File: config.mk
export PLATFORM = sky130hd
export DESIGN_NAME = execute_controller_flat
export DESIGN_NICKNAME = d
export VERILOG_FILES = /design/src/rtl/ex_pkg.sv /design/src/rtl/execute_controller_if.sv /design/src/rtl/ccr_reg.sv /design/src/rtl/execute_controller.sv /design/src/flat_wrapper.sv
export SDC_FILE = /design/constraint.sdc
export NUM_CORES = 1
export LEC_CHECK = 0
export BUFFER_PORTS_ARGS = -buffer_cell sky130_fd_sc_hd__buf_2
export CORE_ASPECT_RATIO = 0.7
export CORE_UTILIZATION = 50
export DETAILED_ROUTE_END_ITERATION = 7
export GPL_TIMING_DRIVEN = 0
export PLACE_DENSITY_LB_ADDON = 0.15
export SYNTH_ARGS = -nofsm -noshare
export SYNTH_HDL_FRONTEND = slang
export SYNTH_HIERARCHICAL = 1
export SYNTH_SLANG_ARGS = --single-unit
File: constraint.sdc
create_clock -name clk -period 3.05 [get_ports clk]
set_input_delay 0.305 -clock clk [delete_from_list [all_inputs] [get_ports clk]]
set_output_delay 0.305 -clock clk [all_outputs]
set_load 0.03 [all_outputs]
File: src/rtl/ex_pkg.sv
// Shared definitions for the execute controller: opcodes, FSM state encoding,
// CCR bit positions and the latched control payload.
package ex_pkg;

  localparam int unsigned OPC_W = 4;
  localparam int unsigned RD_W  = 3;
  localparam int unsigned CCR_W = 3;

  localparam int unsigned CCR_C = 2;
  localparam int unsigned CCR_N = 1;
  localparam int unsigned CCR_Z = 0;

  localparam logic [OPC_W-1:0] OP_LOAD  = 4'b0001;
  localparam logic [OPC_W-1:0] OP_STORE = 4'b0010;
  localparam logic [OPC_W-1:0] OP_ADD   = 4'b0011;
  localparam logic [OPC_W-1:0] OP_NOT   = 4'b0100;
  localparam logic [OPC_W-1:0] OP_NOP   = 4'b0101;
  localparam logic [OPC_W-1:0] OP_SETC  = 4'b0110;
  localparam logic [OPC_W-1:0] OP_CLRC  = 4'b0111;

  typedef enum logic [1:0] {
    ST_IDLE    = 2'd0,
    ST_ISSUE   = 2'd1,
    ST_CAPTURE = 2'd2,
    ST_DONE    = 2'd3
  } state_e;

  typedef struct packed {
    logic [OPC_W-1:0] opcode;
    logic [RD_W-1:0]  rd;
    logic             wb;
  } op_ctl_t;

  // Opcodes that are sent to the ALU and take their result from it.
  function automatic logic is_alu_op(input logic [OPC_W-1:0] op);
    return (op == OP_LOAD) || (op == OP_STORE) || (op == OP_ADD) || (op == OP_NOT);
  endfunction

endpackage

File: src/rtl/execute_controller_if.sv
// Decode-side, ALU-side and memory-side signals of the execute controller.
interface execute_controller_if
  import ex_pkg::*;
#(
  parameter int unsigned DW = 16
) ();

  logic             in_valid;
  logic             in_ready;
  logic [OPC_W-1:0] in_opcode;
  logic [DW-1:0]    in_a;
  logic [DW-1:0]    in_b;
  logic [RD_W-1:0]  in_rd;
  logic             in_wb;

  logic             alu_en;
  logic [OPC_W-1:0] alu_func;
  logic [DW-1:0]    alu_a;
  logic [DW-1:0]    alu_b;
  logic [DW-1:0]    alu_out;
  logic             alu_c;
  logic             alu_n;
  logic             alu_z;

  logic             out_valid;
  logic             out_ready;
  logic [DW-1:0]    out_result;
  logic [RD_W-1:0]  out_rd;
  logic             out_wb;
  logic [CCR_W-1:0] ccr;

  modport master (
    input  in_valid, in_opcode, in_a, in_b, in_rd, in_wb,
    input  alu_out, alu_c, alu_n, alu_z, out_ready,
    output in_ready, alu_en, alu_func, alu_a, alu_b,
    output out_valid, out_result, out_rd, out_wb, ccr
  );

  modport slave (
    output in_valid, in_opcode, in_a, in_b, in_rd, in_wb,
    output alu_out, alu_c, alu_n, alu_z, out_ready,
    input  in_ready, alu_en, alu_func, alu_a, alu_b,
    input  out_valid, out_result, out_rd, out_wb, ccr
  );

endinterface

File: src/rtl/ccr_reg.sv
// Condition code register {C,N,Z}: masked per-bit load plus explicit set/clear of C.
module ccr_reg
  import ex_pkg::*;
(
  input  logic             clk,
  input  logic             reset,
  input  logic [CCR_W-1:0] upd_mask,
  input  logic [CCR_W-1:0] flags,
  input  logic             set_c,
  input  logic             clr_c,
  output logic [CCR_W-1:0] ccr
);

  logic [CCR_W-1:0] ccr_q;
  logic [CCR_W-1:0] ccr_d;

  always_comb begin
    ccr_d = (ccr_q & ~upd_mask) | (flags & upd_mask);
    if (set_c) begin
      ccr_d[CCR_C] = 1'b1;
    end else if (clr_c) begin
      ccr_d[CCR_C] = 1'b0;
    end
  end

  always_ff @(posedge clk or negedge reset) begin
    if (!reset) begin
      ccr_q <= '0;
    end else begin
      ccr_q <= ccr_d;
    end
  end

  assign ccr = ccr_q;

endmodule

File: src/rtl/execute_controller.sv
// Execute stage controller: accepts one decoded op, issues it to the ALU,
// captures the result and flags, then holds it for the memory stage.
module execute_controller
  import ex_pkg::*;
#(
  parameter int unsigned DW = 16
) (
  input logic                clk,
  input logic                reset,
  input logic                flush,
  execute_controller_if.master bus
);

  state_e           state_q, state_d;
  op_ctl_t          ctl_q, ctl_d;
  logic             alu_en_q, alu_en_d;
  logic [DW-1:0]    alu_a_q, alu_a_d;
  logic [DW-1:0]    alu_b_q, alu_b_d;
  logic             out_valid_q, out_valid_d;
  logic [DW-1:0]    out_result_q, out_result_d;
  logic [RD_W-1:0]  out_rd_q, out_rd_d;
  logic             out_wb_q, out_wb_d;

  logic             in_ready_c;
  logic             accept_c;
  logic [CCR_W-1:0] ccr_mask_c;
  logic [CCR_W-1:0] ccr_flags_c;
  logic             ccr_set_c;
  logic             ccr_clr_c;

  // Next-state, datapath and CCR update control.
  always_comb begin
    state_d      = state_q;
    ctl_d        = ctl_q;
    alu_en_d     = 1'b0;
    alu_a_d      = alu_a_q;
    alu_b_d      = alu_b_q;
    out_valid_d  = out_valid_q;
    out_result_d = out_result_q;
    out_rd_d     = out_rd_q;
    out_wb_d     = out_wb_q;
    ccr_mask_c   = '0;
    ccr_set_c    = 1'b0;
    ccr_clr_c    = 1'b0;
    ccr_flags_c  = '0;
    ccr_flags_c[CCR_C] = bus.alu_c;
    ccr_flags_c[CCR_N] = bus.alu_n;
    ccr_flags_c[CCR_Z] = bus.alu_z;

    in_ready_c = ((state_q == ST_IDLE) || ((state_q == ST_DONE) && bus.out_ready)) && !flush;
    accept_c   = in_ready_c && bus.in_valid;

    if (flush) begin
      // Flush wins over everything in flight, including a pending CCR update.
      state_d     = ST_IDLE;
      out_valid_d = 1'b0;
    end else begin
      case (state_q)
        ST_IDLE:  state_d = ST_IDLE;
        ST_ISSUE: state_d = ST_CAPTURE;
        ST_CAPTURE: begin
          state_d     = ST_DONE;
          out_valid_d = 1'b1;
          out_rd_d    = ctl_q.rd;
          if (is_alu_op(ctl_q.opcode)) begin
            out_result_d = bus.alu_out;
            out_wb_d     = ctl_q.wb;
          end else begin
            out_result_d = '0;
            out_wb_d     = 1'b0;
          end
          case (ctl_q.opcode)
            OP_ADD: ccr_mask_c = '1;
            OP_NOT: begin
              ccr_mask_c[CCR_N] = 1'b1;
              ccr_mask_c[CCR_Z] = 1'b1;
            end
            OP_SETC: ccr_set_c = 1'b1;
            OP_CLRC: ccr_clr_c = 1'b1;
            default: ccr_mask_c = '0;
          endcase
        end
        ST_DONE: begin
          if (bus.out_ready) begin
            state_d     = ST_IDLE;
            out_valid_d = 1'b0;
          end
        end
        default: state_d = ST_IDLE;
      endcase

      if (accept_c) begin
        state_d      = ST_ISSUE;
        ctl_d.opcode = bus.in_opcode;
        ctl_d.rd     = bus.in_rd;
        ctl_d.wb     = bus.in_wb;
        alu_en_d     = is_alu_op(bus.in_opcode);
        alu_a_d      = bus.in_a;
        alu_b_d      = bus.in_b;
      end
    end
  end

  always_ff @(posedge clk or negedge reset) begin
    if (!reset) begin
      state_q      <= ST_IDLE;
      ctl_q        <= '0;
      alu_en_q     <= 1'b0;
      alu_a_q      <= '0;
      alu_b_q      <= '0;
      out_valid_q  <= 1'b0;
      out_result_q <= '0;
      out_rd_q     <= '0;
      out_wb_q     <= 1'b0;
    end else begin
      state_q      <= state_d;
      ctl_q        <= ctl_d;
      alu_en_q     <= alu_en_d;
      alu_a_q      <= alu_a_d;
      alu_b_q      <= alu_b_d;
      out_valid_q  <= out_valid_d;
      out_result_q <= out_result_d;
      out_rd_q     <= out_rd_d;
      out_wb_q     <= out_wb_d;
    end
  end

  ccr_reg u_ccr (
    .clk      (clk),
    .reset    (reset),
    .upd_mask (ccr_mask_c),
    .flags    (ccr_flags_c),
    .set_c    (ccr_set_c),
    .clr_c    (ccr_clr_c),
    .ccr      (bus.ccr)
  );

  assign bus.in_ready   = in_ready_c;
  assign bus.alu_en     = alu_en_q;
  assign bus.alu_func   = ctl_q.opcode;
  assign bus.alu_a      = alu_a_q;
  assign bus.alu_b      = alu_b_q;
  assign bus.out_valid  = out_valid_q;
  assign bus.out_result = out_result_q;
  assign bus.out_rd     = out_rd_q;
  assign bus.out_wb     = out_wb_q;

endmodule

File: src/flat_wrapper.sv
// flat-port wrapper written by rule: the top's interface ports become plain ports
module execute_controller_flat import ex_pkg::*;
#(
  parameter int unsigned DW = 16
)
  (clk, reset, flush, bus_in_valid, bus_in_opcode, bus_in_a, bus_in_b, bus_in_rd, bus_in_wb, bus_alu_out, bus_alu_c, bus_alu_n, bus_alu_z, bus_out_ready, bus_in_ready, bus_alu_en, bus_alu_func, bus_alu_a, bus_alu_b, bus_out_valid, bus_out_result, bus_out_rd, bus_out_wb, bus_ccr);
  execute_controller_if #(.DW(DW)) bus_i ();
  input logic clk;
  input logic reset;
  input logic flush;
  input wire logic [$bits(bus_i.in_valid)-1:0] bus_in_valid;
  input wire logic [$bits(bus_i.in_opcode)-1:0] bus_in_opcode;
  input wire logic [$bits(bus_i.in_a)-1:0] bus_in_a;
  input wire logic [$bits(bus_i.in_b)-1:0] bus_in_b;
  input wire logic [$bits(bus_i.in_rd)-1:0] bus_in_rd;
  input wire logic [$bits(bus_i.in_wb)-1:0] bus_in_wb;
  input wire logic [$bits(bus_i.alu_out)-1:0] bus_alu_out;
  input wire logic [$bits(bus_i.alu_c)-1:0] bus_alu_c;
  input wire logic [$bits(bus_i.alu_n)-1:0] bus_alu_n;
  input wire logic [$bits(bus_i.alu_z)-1:0] bus_alu_z;
  input wire logic [$bits(bus_i.out_ready)-1:0] bus_out_ready;
  output wire logic [$bits(bus_i.in_ready)-1:0] bus_in_ready;
  output wire logic [$bits(bus_i.alu_en)-1:0] bus_alu_en;
  output wire logic [$bits(bus_i.alu_func)-1:0] bus_alu_func;
  output wire logic [$bits(bus_i.alu_a)-1:0] bus_alu_a;
  output wire logic [$bits(bus_i.alu_b)-1:0] bus_alu_b;
  output wire logic [$bits(bus_i.out_valid)-1:0] bus_out_valid;
  output wire logic [$bits(bus_i.out_result)-1:0] bus_out_result;
  output wire logic [$bits(bus_i.out_rd)-1:0] bus_out_rd;
  output wire logic [$bits(bus_i.out_wb)-1:0] bus_out_wb;
  output wire logic [$bits(bus_i.ccr)-1:0] bus_ccr;
  assign bus_i.in_valid = bus_in_valid;
  assign bus_i.in_opcode = bus_in_opcode;
  assign bus_i.in_a = bus_in_a;
  assign bus_i.in_b = bus_in_b;
  assign bus_i.in_rd = bus_in_rd;
  assign bus_i.in_wb = bus_in_wb;
  assign bus_i.alu_out = bus_alu_out;
  assign bus_i.alu_c = bus_alu_c;
  assign bus_i.alu_n = bus_alu_n;
  assign bus_i.alu_z = bus_alu_z;
  assign bus_i.out_ready = bus_out_ready;
  assign bus_in_ready = bus_i.in_ready;
  assign bus_alu_en = bus_i.alu_en;
  assign bus_alu_func = bus_i.alu_func;
  assign bus_alu_a = bus_i.alu_a;
  assign bus_alu_b = bus_i.alu_b;
  assign bus_out_valid = bus_i.out_valid;
  assign bus_out_result = bus_i.out_result;
  assign bus_out_rd = bus_i.out_rd;
  assign bus_out_wb = bus_i.out_wb;
  assign bus_ccr = bus_i.ccr;
  execute_controller #(.DW(DW)) u_core (.clk(clk), .reset(reset), .flush(flush), .bus(bus_i));
endmodule
**Word-level counts from Yosys, hierarchy flattened**

Cells that the tools add are included.

- Register bits: 67
- Input port bits: 64
- Output and inout bits: 62

- Equal/unequal tests: 15
- Muxes and demuxes: 23
- Bitwise logic cells: 5
- Reduce and logical (&&, ||, !) cells: 17

Operators with widths:

| kind | number |
|---|---|
| 4-bit by 2-bit == test with 1-bit output, second input constant | 4 |
| 4-bit by 3-bit == test with 1-bit output, second input constant | 4 |
| 16-bit two-way mux | 1 |
| 1-bit two-way mux | 14 |
| 4-bit by 1-bit == test with 1-bit output, second input constant | 2 |
| 2-bit two-way mux | 4 |
| 2-bit one-hot mux with 4 select lines | 1 |
| 1-bit logical OR | 7 |
| 3-bit AND | 2 |
| 3-bit two-way mux | 2 |
| 2-bit AND reduction | 3 |
| 2-bit == test, second input constant | 2 |
| 4-bit by 3-bit != test with 1-bit output, second input constant | 1 |
| 1-bit logical AND | 3 |
| 3-bit != test, second input constant | 1 |
| 3-bit NOT | 1 |
| 3-bit OR | 1 |
| 3-bit nonzero test | 1 |
| 2-bit by 1-bit == test with 1-bit output, second input constant | 1 |
| 2-bit logical NOT | 1 |
| 1-bit one-hot mux with 2 select lines | 1 |
| 2-bit OR reduction | 1 |
| 1-bit logical NOT | 1 |
| 1-bit NOT | 1 |

**Logic depth before layout (Yosys ltp)**

Gate-level depths: netlist of the first run.

- Word-level depth: 10
- Depth in mapped cells: 7

**By module**

Netlist of the first run, hierarchy kept.

By module, submodules not included:

| module | times used | cells an instance | area each (µm²) | seq. area each (µm²) |
|---|---|---|---|---|
| execute_controller | 1 | 175 | 2605.0 | 1601.5 |
| ccr_reg | 1 | 7 | 122.6 | 75.1 |

**Worst setup path before layout of the first run**

Ideal clock, no wire load.

- Path type: register to register
- From: register u_core.state_q[0]
- To: register u_core.alu_a_q[0] (netlist: u_core/bus.alu_a[0])
- Setup time: 125 ps
- Arrival: 1527 ps
- Required time: 2925 ps
- Slack: 1399 ps
- Cell stages (with the launch flop): 7
- Path buffers: 1
- Cell sequence: dfrtp_1 inv_1 ha_1 a21oi_1 nor3b_4 buf_6 mux2_2

- Longest elaborated chain between the ends: 6
- Elaborated cells between the ends (all ways): 7

RTL lines:

| what | line | RTL |
|---|---|---|
| start: declaration | execute_controller.sv:14 | `state_e state_q, state_d;` |
| start signal: assignment | execute_controller.sv:116 | `state_q <= state_d;` |
| 2-bit == test | execute_controller.sv:50 | `in_ready_c = ((state_q == ST_IDLE) \|\| ((state_q == ST_DONE) && bus.out_ready)) && !flush;` |
| 1-bit logical AND | execute_controller.sv:50 |  |
| 1-bit logical OR * | execute_controller.sv:50 |  |
| 1-bit logical AND * | execute_controller.sv:50 |  |
| 1-bit logical AND * | execute_controller.sv:51 | `accept_c = in_ready_c && bus.in_valid;` |
| 2-bit AND reduction (no line) * | -- |  |
| end signal: assignment | execute_controller.sv:119 | `alu_a_q <= alu_a_d;` |
| end: declaration | execute_controller.sv:17 | `logic [DW-1:0] alu_a_q, alu_a_d;` |

Mark *: on every way between the ends. The rest lies on a longest branch, timed or not.
A chain may end at the register's enable or synchronous reset.

==> results of run 1 <==
-- final cells by class --
class,count,area [um2],area share [%]
Clock inverter,6,87.6,2.39
Timing Repair Buffer,124,623,17.0
Multi-Input combinational cell,99,926,25.3
Clock buffer,10,138,3.75
Sequential cell,67,1680,45.7
Inverter,3,11.3,0.307
Buffer,13,114,3.11
Tap cell,72,90.1,2.46
-- cells by family after synthesis --
| family | Yosys count | share of synthesized area [%] |
|---|---|---|
| multiplexers | 47 | 19.6 |
| buffers and inverters | 16 | 4.59 |
| AND/OR/NAND/NOR | 22 | 5.14 |
| flip-flops | 67 | 61.5 |
| adder cells (fa/ha/maj) | 4 | 1.83 |
| AO/OA/AOI/OAI | 26 | 7.38 |
-- worst max-delay path by stage --
stage                                 endpoint  slack (ns)         startpoint  depth (start not counted)
after floorplan            u_core/bus.alu_a[0]        1.40  u_core/state_q[0]                          6
after global placement                register        1.19  u_core/state_q[0]                          5
after detailed placement              register        1.18  u_core/state_q[0]                          5
after CTS                  u_core/bus.alu_b[0]        1.15  u_core/state_q[0]                          6
after global routing      u_core/bus.alu_a[13]        1.05  u_core/state_q[0]                          6
final                                 register        1.17  u_core/state_q[0]                          5
-- power groups by stage --
stage          sequential [mW]  combinational, mW  clock (mW)
2_1_floorplan             2.23              0.608           0
3_3_place_gp              1.51               1.84           0
3_5_place_dp              1.53               1.88           0
4_1_cts                   1.52               1.88       0.841
5_1_grt                   1.58               1.96       0.884
6_report                  1.52               1.86       0.815
-- per-layer routing --
layer | vias up | GRT usage (%) | routed length [um]
met5 | - | 0 | 0
met4 | 0 | 6.45 | 63
met3 | 8 | 8.10 | 426
met2 | 85 | 32.3 | 2580
met1 | 926 | 25.5 | 2390
li1 | 921 | - | -
-- synth_stat cells, types with 2 or more instances --
master and n:
mux2_1 4, nor2_1 5, o21bai_1 2, a21oi_1 3
mux2_4 2, nand2b_1 2, dfrtp_1 67, ha_1 4
mux2_2 39, mux2i_1 2, nand2_1 3, o21ai_0 3
buf_6 5, a22o_1 17, nor3_1 2, buf_4 4
inv_1 3, or3_1 2, clkbuf_1 2
-- worst max-delay path, delay by kind of cell (launching register included) --
kind,cells,cell delay (ns)
mux,1,0.34
simple gates,1,0.29
fa+ha+maj,1,0.19
flops,1,0.40
buf+inv,1,0.11
compound gates,1,0.43
-- through the flow --
step | hold slack (ns) | cells | power [mW]
6_report | 0.0628 | 394 | 4.20
5_1_grt | 0.121 | 394 | 4.43
4_1_cts | 0.0856 | 394 | 4.25
3_5_place_dp | 0.454 | 378 | 3.41
3_3_place_gp | 0.464 | 378 | 3.36
2_1_floorplan | 0.00941 | 182 | 2.84
==> impl_metrics.tcl, run 1 <==
set metrics [dict create \
    power.internal_mw 2.47 \
    dpl_cell_area_mm2 0.00344 \
    cts-root-buf "clkbuf_8" \
    most-common-layout-cells "buf_2, dfrtp_1, mux2_2" \
    boundaryPins 126 \
    chipHeight_um 63.8 \
    fillers 406 \
    syn_inst 182 \
    p_per_area_mw_per_mm2 1150 \
    maxCapViolations 0 \
    dr.first_iter.drc_count 77 \
    rows 22 \
    clockPowerShare_pct 19.4 \
    postLayoutCellArea_mm2 0.00367 \
    final_nets 385 \
    synth-seq-cells 67 \
    initial_core_util_pct 51.9 \
    ys_seq_area_share_pct 61.5 \
    cts_setup_buffers 0 \
    ctsResizeCount 0 \
    setup_ws_ns 1.17 \
    grtUsageTotal_pct 20.2 \
    vdd_ir_drop_max_mv 0.643 \
    syn_area_mm2 0.00273 \
    fin_skew_ns 0.00443 \
    yosysTopAreaCellShare_pct 61.5 \
    path_clk_slew_ns 0.07 \
    yosys.area.top_type "dfrtp_1" \
    critPathCaptureType "register" \
    rrSetupSlack_ns 1.17 \
    wirelength_um 5460 \
    pwr-share-seq_pct 36.2 \
    worst_slew_pin_slew_ns 0.806 \
    grt_pass1_wl_um 8910 \
    cts_tree "yes" \
    reg2reg_depth 5 \
    grt_pass1_vias 1921 \
    ant_nets 0 \
    final.min_clock_period_ns 1.88 \
    fin_util_pct 69.7 \
    num_vias 1940 \
    die_x_um 90.3 \
    final_common_cell "buf_2" \
    diodes 0 \
    synth.avg_cell_area_um2 15.0 \
    critical_path.slowest_cell "a21boi_0" \
    core_mm2 0.00526 \
    path_cells "inv_1, ha_1, nor3b_2, a21boi_0, mux2_4" \
    worstSkewPairLatency_ns 0.33 \
    postCtsHoldBufs 0 \
    clockBufferDepth 2 \
    sw_frac_of_total_pct 41.1 \
    slew_viol_final 0 \
    grt_antenna_before_repair 0 \
    die_area_mm2 0.00576 \
    yosys_warnings 6 \
    viasPerCell 4.92 \
    synth_cell_types 30 \
    hold_path.class "input pin to async pin" \
    synth_edf_count 0 \
    finalSetupViolCount 0 \
    wire_per_inst_um 13.9 \
    grt_max_degree 68 \
    cts_buffers 9 \
    worst_ep_arrival_time_ns 2.10 \
    synthTopCellsByArea "dfrtp_1, mux2_2, a22o_1" \
    critPathMaxStageDelay_ns 0.43 \
    drive_above_1_share_pct 60.6 \
    dr.pass1.iters 4 \
    max_slew_margin_pct 46.2 \
    outcome "finished, final reports clean" \
    critPathLaunchType "register" \
    pwr-share-comb_pct 44.4 \
    drc 0 \
    finalCritPeriodShare_pct 61.7 \
    gp_congestion 0.735 \
    synth_nets 250 \
    finalSetupTns_ns 0 \
    place_ws_ns 1.18 \
    power_leakage_nw 1.86 \
    max_freq_mhz 531 \
    hold_violations 0 \
    path_class "register to register" \
    required_ns 3.27 \
    cts.sinks 67 \
    async_reset_ff_share_pct 100 \
    port_buffers 124 \
    synthFlopType "dfrtp_1" \
    p_sw_mw 1.72 \
    hpwl_um 3950 \
    rsz0062_at_grt "no" \
    grt_overflow 0 \
    syn2layout_area_growth_pct 34.4 \
    worstPathMaxFanout 4 \
    r2r_start "u_core/state_q[0]" \
    h-tree-depth 3 \
]
Power figures use the tool's default switching activity.
==> run 2, diff against run 1 <==
--- a/config.mk
+++ b/config.mk
@@ -7,7 +7,7 @@
 export LEC_CHECK = 0
 export BUFFER_PORTS_ARGS = -buffer_cell sky130_fd_sc_hd__buf_2
 export CORE_ASPECT_RATIO = 0.7
-export CORE_UTILIZATION = 50
+export CORE_UTILIZATION = 46
 export DETAILED_ROUTE_END_ITERATION = 7
 export GPL_TIMING_DRIVEN = 0
 export PLACE_DENSITY_LB_ADDON = 0.15
==> constraint.sdc (replaced) <==
create_clock -name clk -period 1.9 [get_ports clk]
set_input_delay 0.19 -clock clk [delete_from_list [all_inputs] [get_ports clk]]
set_output_delay 0.19 -clock clk [all_outputs]
set_load 0.03 [all_outputs]
==> impl_metrics.tcl, run 2 (same netlist as run 1, synthesis figures left out) <==
set metrics [dict create \
    outcome "finished, final reports clean" \
    worstPathMaxFanout 10 \
    hold_path.startpoint "bus_alu_out[15]" \
    final_nets 387 \
    max_freq_mhz 553 \
    cts.sinks 67 \
    path_clk_slew_ns 0.07 \
    cpLargestDelayFamily "flip-flops" \
    r2r_start "u_core/state_q[1]" \
    hold_depth 2 \
    finalSetupTns_ns 0 \
    grt_max_degree 68 \
    wirelength_um 5450 \
    worst_slew_pin_slew_ns 0.801 \
    cts_tree "yes" \
    rrSetupSlack_ns 0.09 \
    place_inst 381 \
    critPathLaunchType "register" \
    worst_ep_arrival_time_ns 2.03 \
    num_vias 1908 \
    grtUsageTotal_pct 18.9 \
    path_class "register to register" \
    required_ns 2.12 \
    vdd_ir_drop_max_mv 0.995 \
    final_common_cell "buf_2" \
    chipHeight_um 66.4 \
    path_cells "ha_1, a21oi_1, nor3b_4, buf_12, buf_6, mux2_1" \
    viasPerCell 4.78 \
    hold_path.class "input pin to register" \
    worst_hold_path.endpoint "u_core/bus.out_result[15]" \
    dr.pass1.iters 4 \
    boundaryPins 126 \
    rows 23 \
    h-tree-depth 3 \
    hold_violations 0 \
    cts-root-buf "clkbuf_8" \
    cts_buffers 9 \
    drc 0 \
    ant_nets 0 \
    gp_congestion 0.697 \
    hpwl_um 3920 \
    clockBufferDepth 2 \
    grt_pass1_vias 1745 \
    grt_antenna_before_repair 0 \
    r2r-end "u_core/bus.alu_a[11]" \
    power_leakage_nw 1.88 \
    regArea_mm2 0.00168 \
    finalCritPeriodShare_pct 95.3 \
    final.min_clock_period_ns 1.81 \
    die_area_mm2 0.00625 \
    dr.first_iter.drc_count 48 \
    grt_pass1_wl_um 8500 \
    core_mm2 0.00573 \
    worstSkewPairLatency_ns 0.34 \
    wire_per_inst_um 13.6 \
    initial_core_util_pct 47.6 \
    diodes 0 \
    die_x_um 94.0 \
    max_slew_margin_pct 46.6 \
    finalSetupViolCount 0 \
    stdcell_count 399 \
    multi_input_area_um2 928 \
    critPathMaxStageDelay_ns 0.43 \
    maxCapViolations 0 \
    port_buffers 124 \
    drive_above_1_share_pct 61.1 \
    grt_overflow 0 \
    syn2layout_area_growth_pct 36.6 \
    reg2reg_depth 6 \
    fin_skew_ns 0.00677 \
    p_per_area_mw_per_mm2 1850 \
    most-common-layout-cells "buf_2, dfrtp_1, mux2_2" \
    rsz0062_at_grt "no" \
    critPathCaptureType "register" \
    fillers 467 \
    crit_buf_inv 2 \
    slew_viol_final 0 \
    critical_path.slowest_cell "dfrtp_1" \
]
run 2: metrics by stage:
step                power, mW  hold slack (ns)  instance area [um2]  utilization, %  worst slack [ns]
finish                   6.89           0.0653                 3730            65.1            0.0901
global route             7.27           0.0439                 3730            65.1          0.000562
CTS                      6.97           0.0472                 3720            65.0           0.00118
detailed placement       5.47            0.344                 3440            60.1            0.0304
global placement         5.39            0.410                 3440            60.1            0.0603
floorplan                4.56           -0.106                 2730               -             0.249
run 2: routing by layer:
layer | share of wire (%) | vias to the layer above | track usage (%)
met5 | 0 | - | 0
met4 | 1.8 | 0 | 9.23
met3 | 8.0 | 10 | 7.13
met2 | 44 | 81 | 28.1
met1 | 46 | 896 | 24.3
li1 | - | 921 | -
run 2: repair_timing:
action	CTS	global route
gates cloned	0	0
hold buffers	1	0
endpoints found under the hold margin	67	0
setup buffers	1	0
resized for setup	0	3
pin swaps	1	1
endpoints found under the setup margin	7	40
run 2: layout make-up:
type / instances / area share, %
flip-flops and latches: 67 / 45.0
multi-input cells: 99 / 24.9
repair buffers: 126 / 17.5
clock buffers: 10 / 3.69
plain buffers: 13 / 3.06
clock inverters: 6 / 2.99
well taps: 75 / 2.52
inverters: 3 / 0.302
run 2: how the worst max path moves through the flow:
stage	slack, ns	cells past startpoint	to	from
floorplan	0.25	6	u_core/bus.alu_a[0]	u_core/state_q[0]
global placement	0.06	5	u_core/bus.alu_a[3]	u_core/state_q[1]
detailed placement	0.03	6	u_core/bus.alu_a[11]	u_core/state_q[0]
CTS	0.001	5	register	u_core/state_q[0]
global route	0.0006	6	u_core/bus.alu_b[5]	u_core/state_q[1]
finish	0.09	6	u_core/bus.alu_a[11]	u_core/state_q[1]
run 2: report_power, final:
| part | internal (mW) | switching [mW] |
|---|---|---|
| registers | 2.08 | 0.358 |
| logic | 1.13 | 1.87 |
| clock network | 0.909 | 0.540 |
==> run 3, diff against run 2 <==
--- a/config.mk
+++ b/config.mk
@@ -6,11 +6,14 @@
 export NUM_CORES = 1
 export LEC_CHECK = 0
 export BUFFER_PORTS_ARGS = -buffer_cell sky130_fd_sc_hd__buf_2
+export CELL_PAD_IN_SITES_DETAIL_PLACEMENT = 0
+export CELL_PAD_IN_SITES_GLOBAL_PLACEMENT = 1
 export CORE_ASPECT_RATIO = 0.7
-export CORE_UTILIZATION = 46
+export CORE_UTILIZATION = 36
 export DETAILED_ROUTE_END_ITERATION = 7
 export GPL_TIMING_DRIVEN = 0
 export PLACE_DENSITY_LB_ADDON = 0.15
+export RECOVER_POWER = 100
 export SYNTH_ARGS = -nofsm -noshare
 export SYNTH_HDL_FRONTEND = slang
 export SYNTH_HIERARCHICAL = 1
==> impl_metrics.tcl, run 3 (same netlist as run 1, synthesis figures left out) <==
set metrics [dict create \
    clockPowerShare_pct 18.1 \
    dr.pass1.iters 4 \
    final_common_cell "dfrtp_1" \
    p_sw_mw 2.77 \
    viasPerCell 4.57 \
    die_x_um 106 \
    die_area_mm2 0.00793 \
    grt_pass1_vias 1907 \
    max_slew_margin_pct 38.8 \
    grt_antenna_before_repair 0 \
    critPathCaptureType "register" \
    cts.sinks 67 \
    finalSetupTns_ns 0 \
    worst_ep_arrival_time_ns 2.02 \
    grt_overflow 0 \
    finalSetupViolCount 0 \
    critPathLaunchType "register" \
    gp_congestion 0.690 \
    maxCapViolations 0 \
    fin_skew_ns 0.00607 \
    ant_nets 0 \
    fillers 716 \
    initial_core_util_pct 37.3 \
    max_freq_mhz 555 \
    sw_frac_of_total_pct 43.1 \
    pwr-share-seq_pct 38.2 \
    worst_hold_path.endpoint "u_core/bus.out_result[13]" \
    cts_buffers 9 \
    worstPathMaxFanout 4 \
    pwr-share-comb_pct 43.7 \
    rsz0062_at_grt "no" \
    hpwl_um 4210 \
    worst_slew_pin_slew_ns 0.917 \
    rrSetupSlack_ns 0.1 \
    cts-root-buf "clkbuf_8" \
    r2r_start "u_core/state_q[0]" \
    diodes 0 \
    drc 0 \
    hold_path.startpoint "bus_alu_out[13]" \
    final_nets 387 \
    worstSkewPairLatency_ns 0.34 \
    rows 26 \
    chipHeight_um 74.8 \
    syn2layout_area_growth_pct 32.3 \
    path_clk_slew_ns 0.07 \
    hold_depth 2 \
    place_inst 404 \
    p_per_area_mw_per_mm2 1780 \
    core_mm2 0.00732 \
    slew_viol_final 0 \
    outcome "finished, final reports clean" \
    dr.first_iter.drc_count 86 \
    h-tree-depth 3 \
    finalCritPeriodShare_pct 94.9 \
    vdd_ir_drop_max_mv 0.976 \
    most-common-layout-cells "dfrtp_1, clkbuf_1, buf_2" \
    power_leakage_nw 1.66 \
    num_vias 1927 \
    final.min_clock_period_ns 1.80 \
    required_ns 2.12 \
    boundaryPins 126 \
    stdcell_count 422 \
    wire_per_inst_um 14.0 \
    grt_pass1_wl_um 9370 \
    dpl_cell_area_mm2 0.00347 \
    hold_path.class "input pin to register" \
    postLayoutCellArea_mm2 0.00361 \
    clockBufferDepth 2 \
    drive_above_1_share_pct 41.0 \
    port_buffers 124 \
    path_class "register to register" \
    grt_max_degree 68 \
    grtUsageTotal_pct 16.1 \
    cts_tree "yes" \
    reg2reg_depth 5 \
    hold_violations 0 \
    wirelength_um 5920 \
    power.internal_mw 3.65 \
]
[run 3: changes by cell type in the layout (fill, tap and decap cells not counted), moves of 2 or more]
cell / delta
buf_2: -63
clkbuf_2: +2
clkinv_2: +2
clkbuf_1: +63
bufinv_16: -2
[run 3: final cells by class]
cell class / instances / area, um2 / area share (%)
tap: 98 / 123 / 3.40
clock buffer: 11 / 141 / 3.92
clock inverter: 5 / 52.6 / 1.46
inverter: 3 / 11.3 / 0.312
buffer: 13 / 106 / 2.95
sequential: 67 / 1680 / 46.4
multi-input combinational: 99 / 922 / 25.5
timing repair buffer: 126 / 577 / 16.0
[run 3: per-layer routing]
layer	vias up	routed length [um]	track usage, %
met1	930	2750	20.6
met2	76	2580	22.4
met5	-	0	0
met4	0	53	7.25
met3	6	546	8.74
li1	915	-	-
[run 3: power by group through the flow]
stage | combinational [mW] | sequential (mW) | clock, mW
2_1_floorplan | 0.976 | 3.58 | 0
3_3_place_gp | 2.99 | 2.44 | 0
3_5_place_dp | 3.01 | 2.46 | 0
4_1_cts | 3.03 | 2.45 | 1.22
5_1_grt | 3.00 | 2.57 | 1.27
6_report | 2.80 | 2.46 | 1.16
[run 3: timing repair]
item / 4_1_cts / 5_1_grt
endpoints found under the setup margin: 38 / 2
pin swaps: 1 / 0
endpoints found under the hold margin: 67 / 0
hold buffers: 1 / 0
setup buffers: 1 / 0
gates resized for setup: 0 / 1
[run 3: metrics by stage]
step	hold slack (ns)	util (%)	power [mW]	setup slack (ns)
6_report	0.0593	49.3	6.42	0.0972
5_1_grt	0.0396	49.3	6.85	0.0122
4_1_cts	0.0325	50.5	6.70	0.0132
3_5_place_dp	0.357	47.5	5.47	-0.000792
3_3_place_gp	0.406	47.4	5.43	-0.00913
2_1_floorplan	-0.106	-	4.56	0.249
[run 3: critical path: stages, from the launching register on]
cell	delay, ns
dfrtp_1	0.40
inv_1	0.12
ha_1	0.19
nor3b_2	0.28
a21boi_1	0.32
mux2_2	0.37
[run 3: worst max-delay path by stage]
stage                                endpoint               from  cells past startpoint  slack, ns
after floorplan           u_core/bus.alu_a[0]  u_core/state_q[0]                      6       0.25
after global routing        u_core/bus.out_wb  u_core/state_q[0]                      7       0.01
after global placement    u_core/bus.alu_a[8]  u_core/state_q[1]                      5     -0.009
after detailed placement  u_core/bus.alu_a[8]  u_core/state_q[0]                      6    -0.0008
final                                register  u_core/state_q[0]                      5        0.1
after CTS                            register  u_core/state_q[0]                      5       0.01
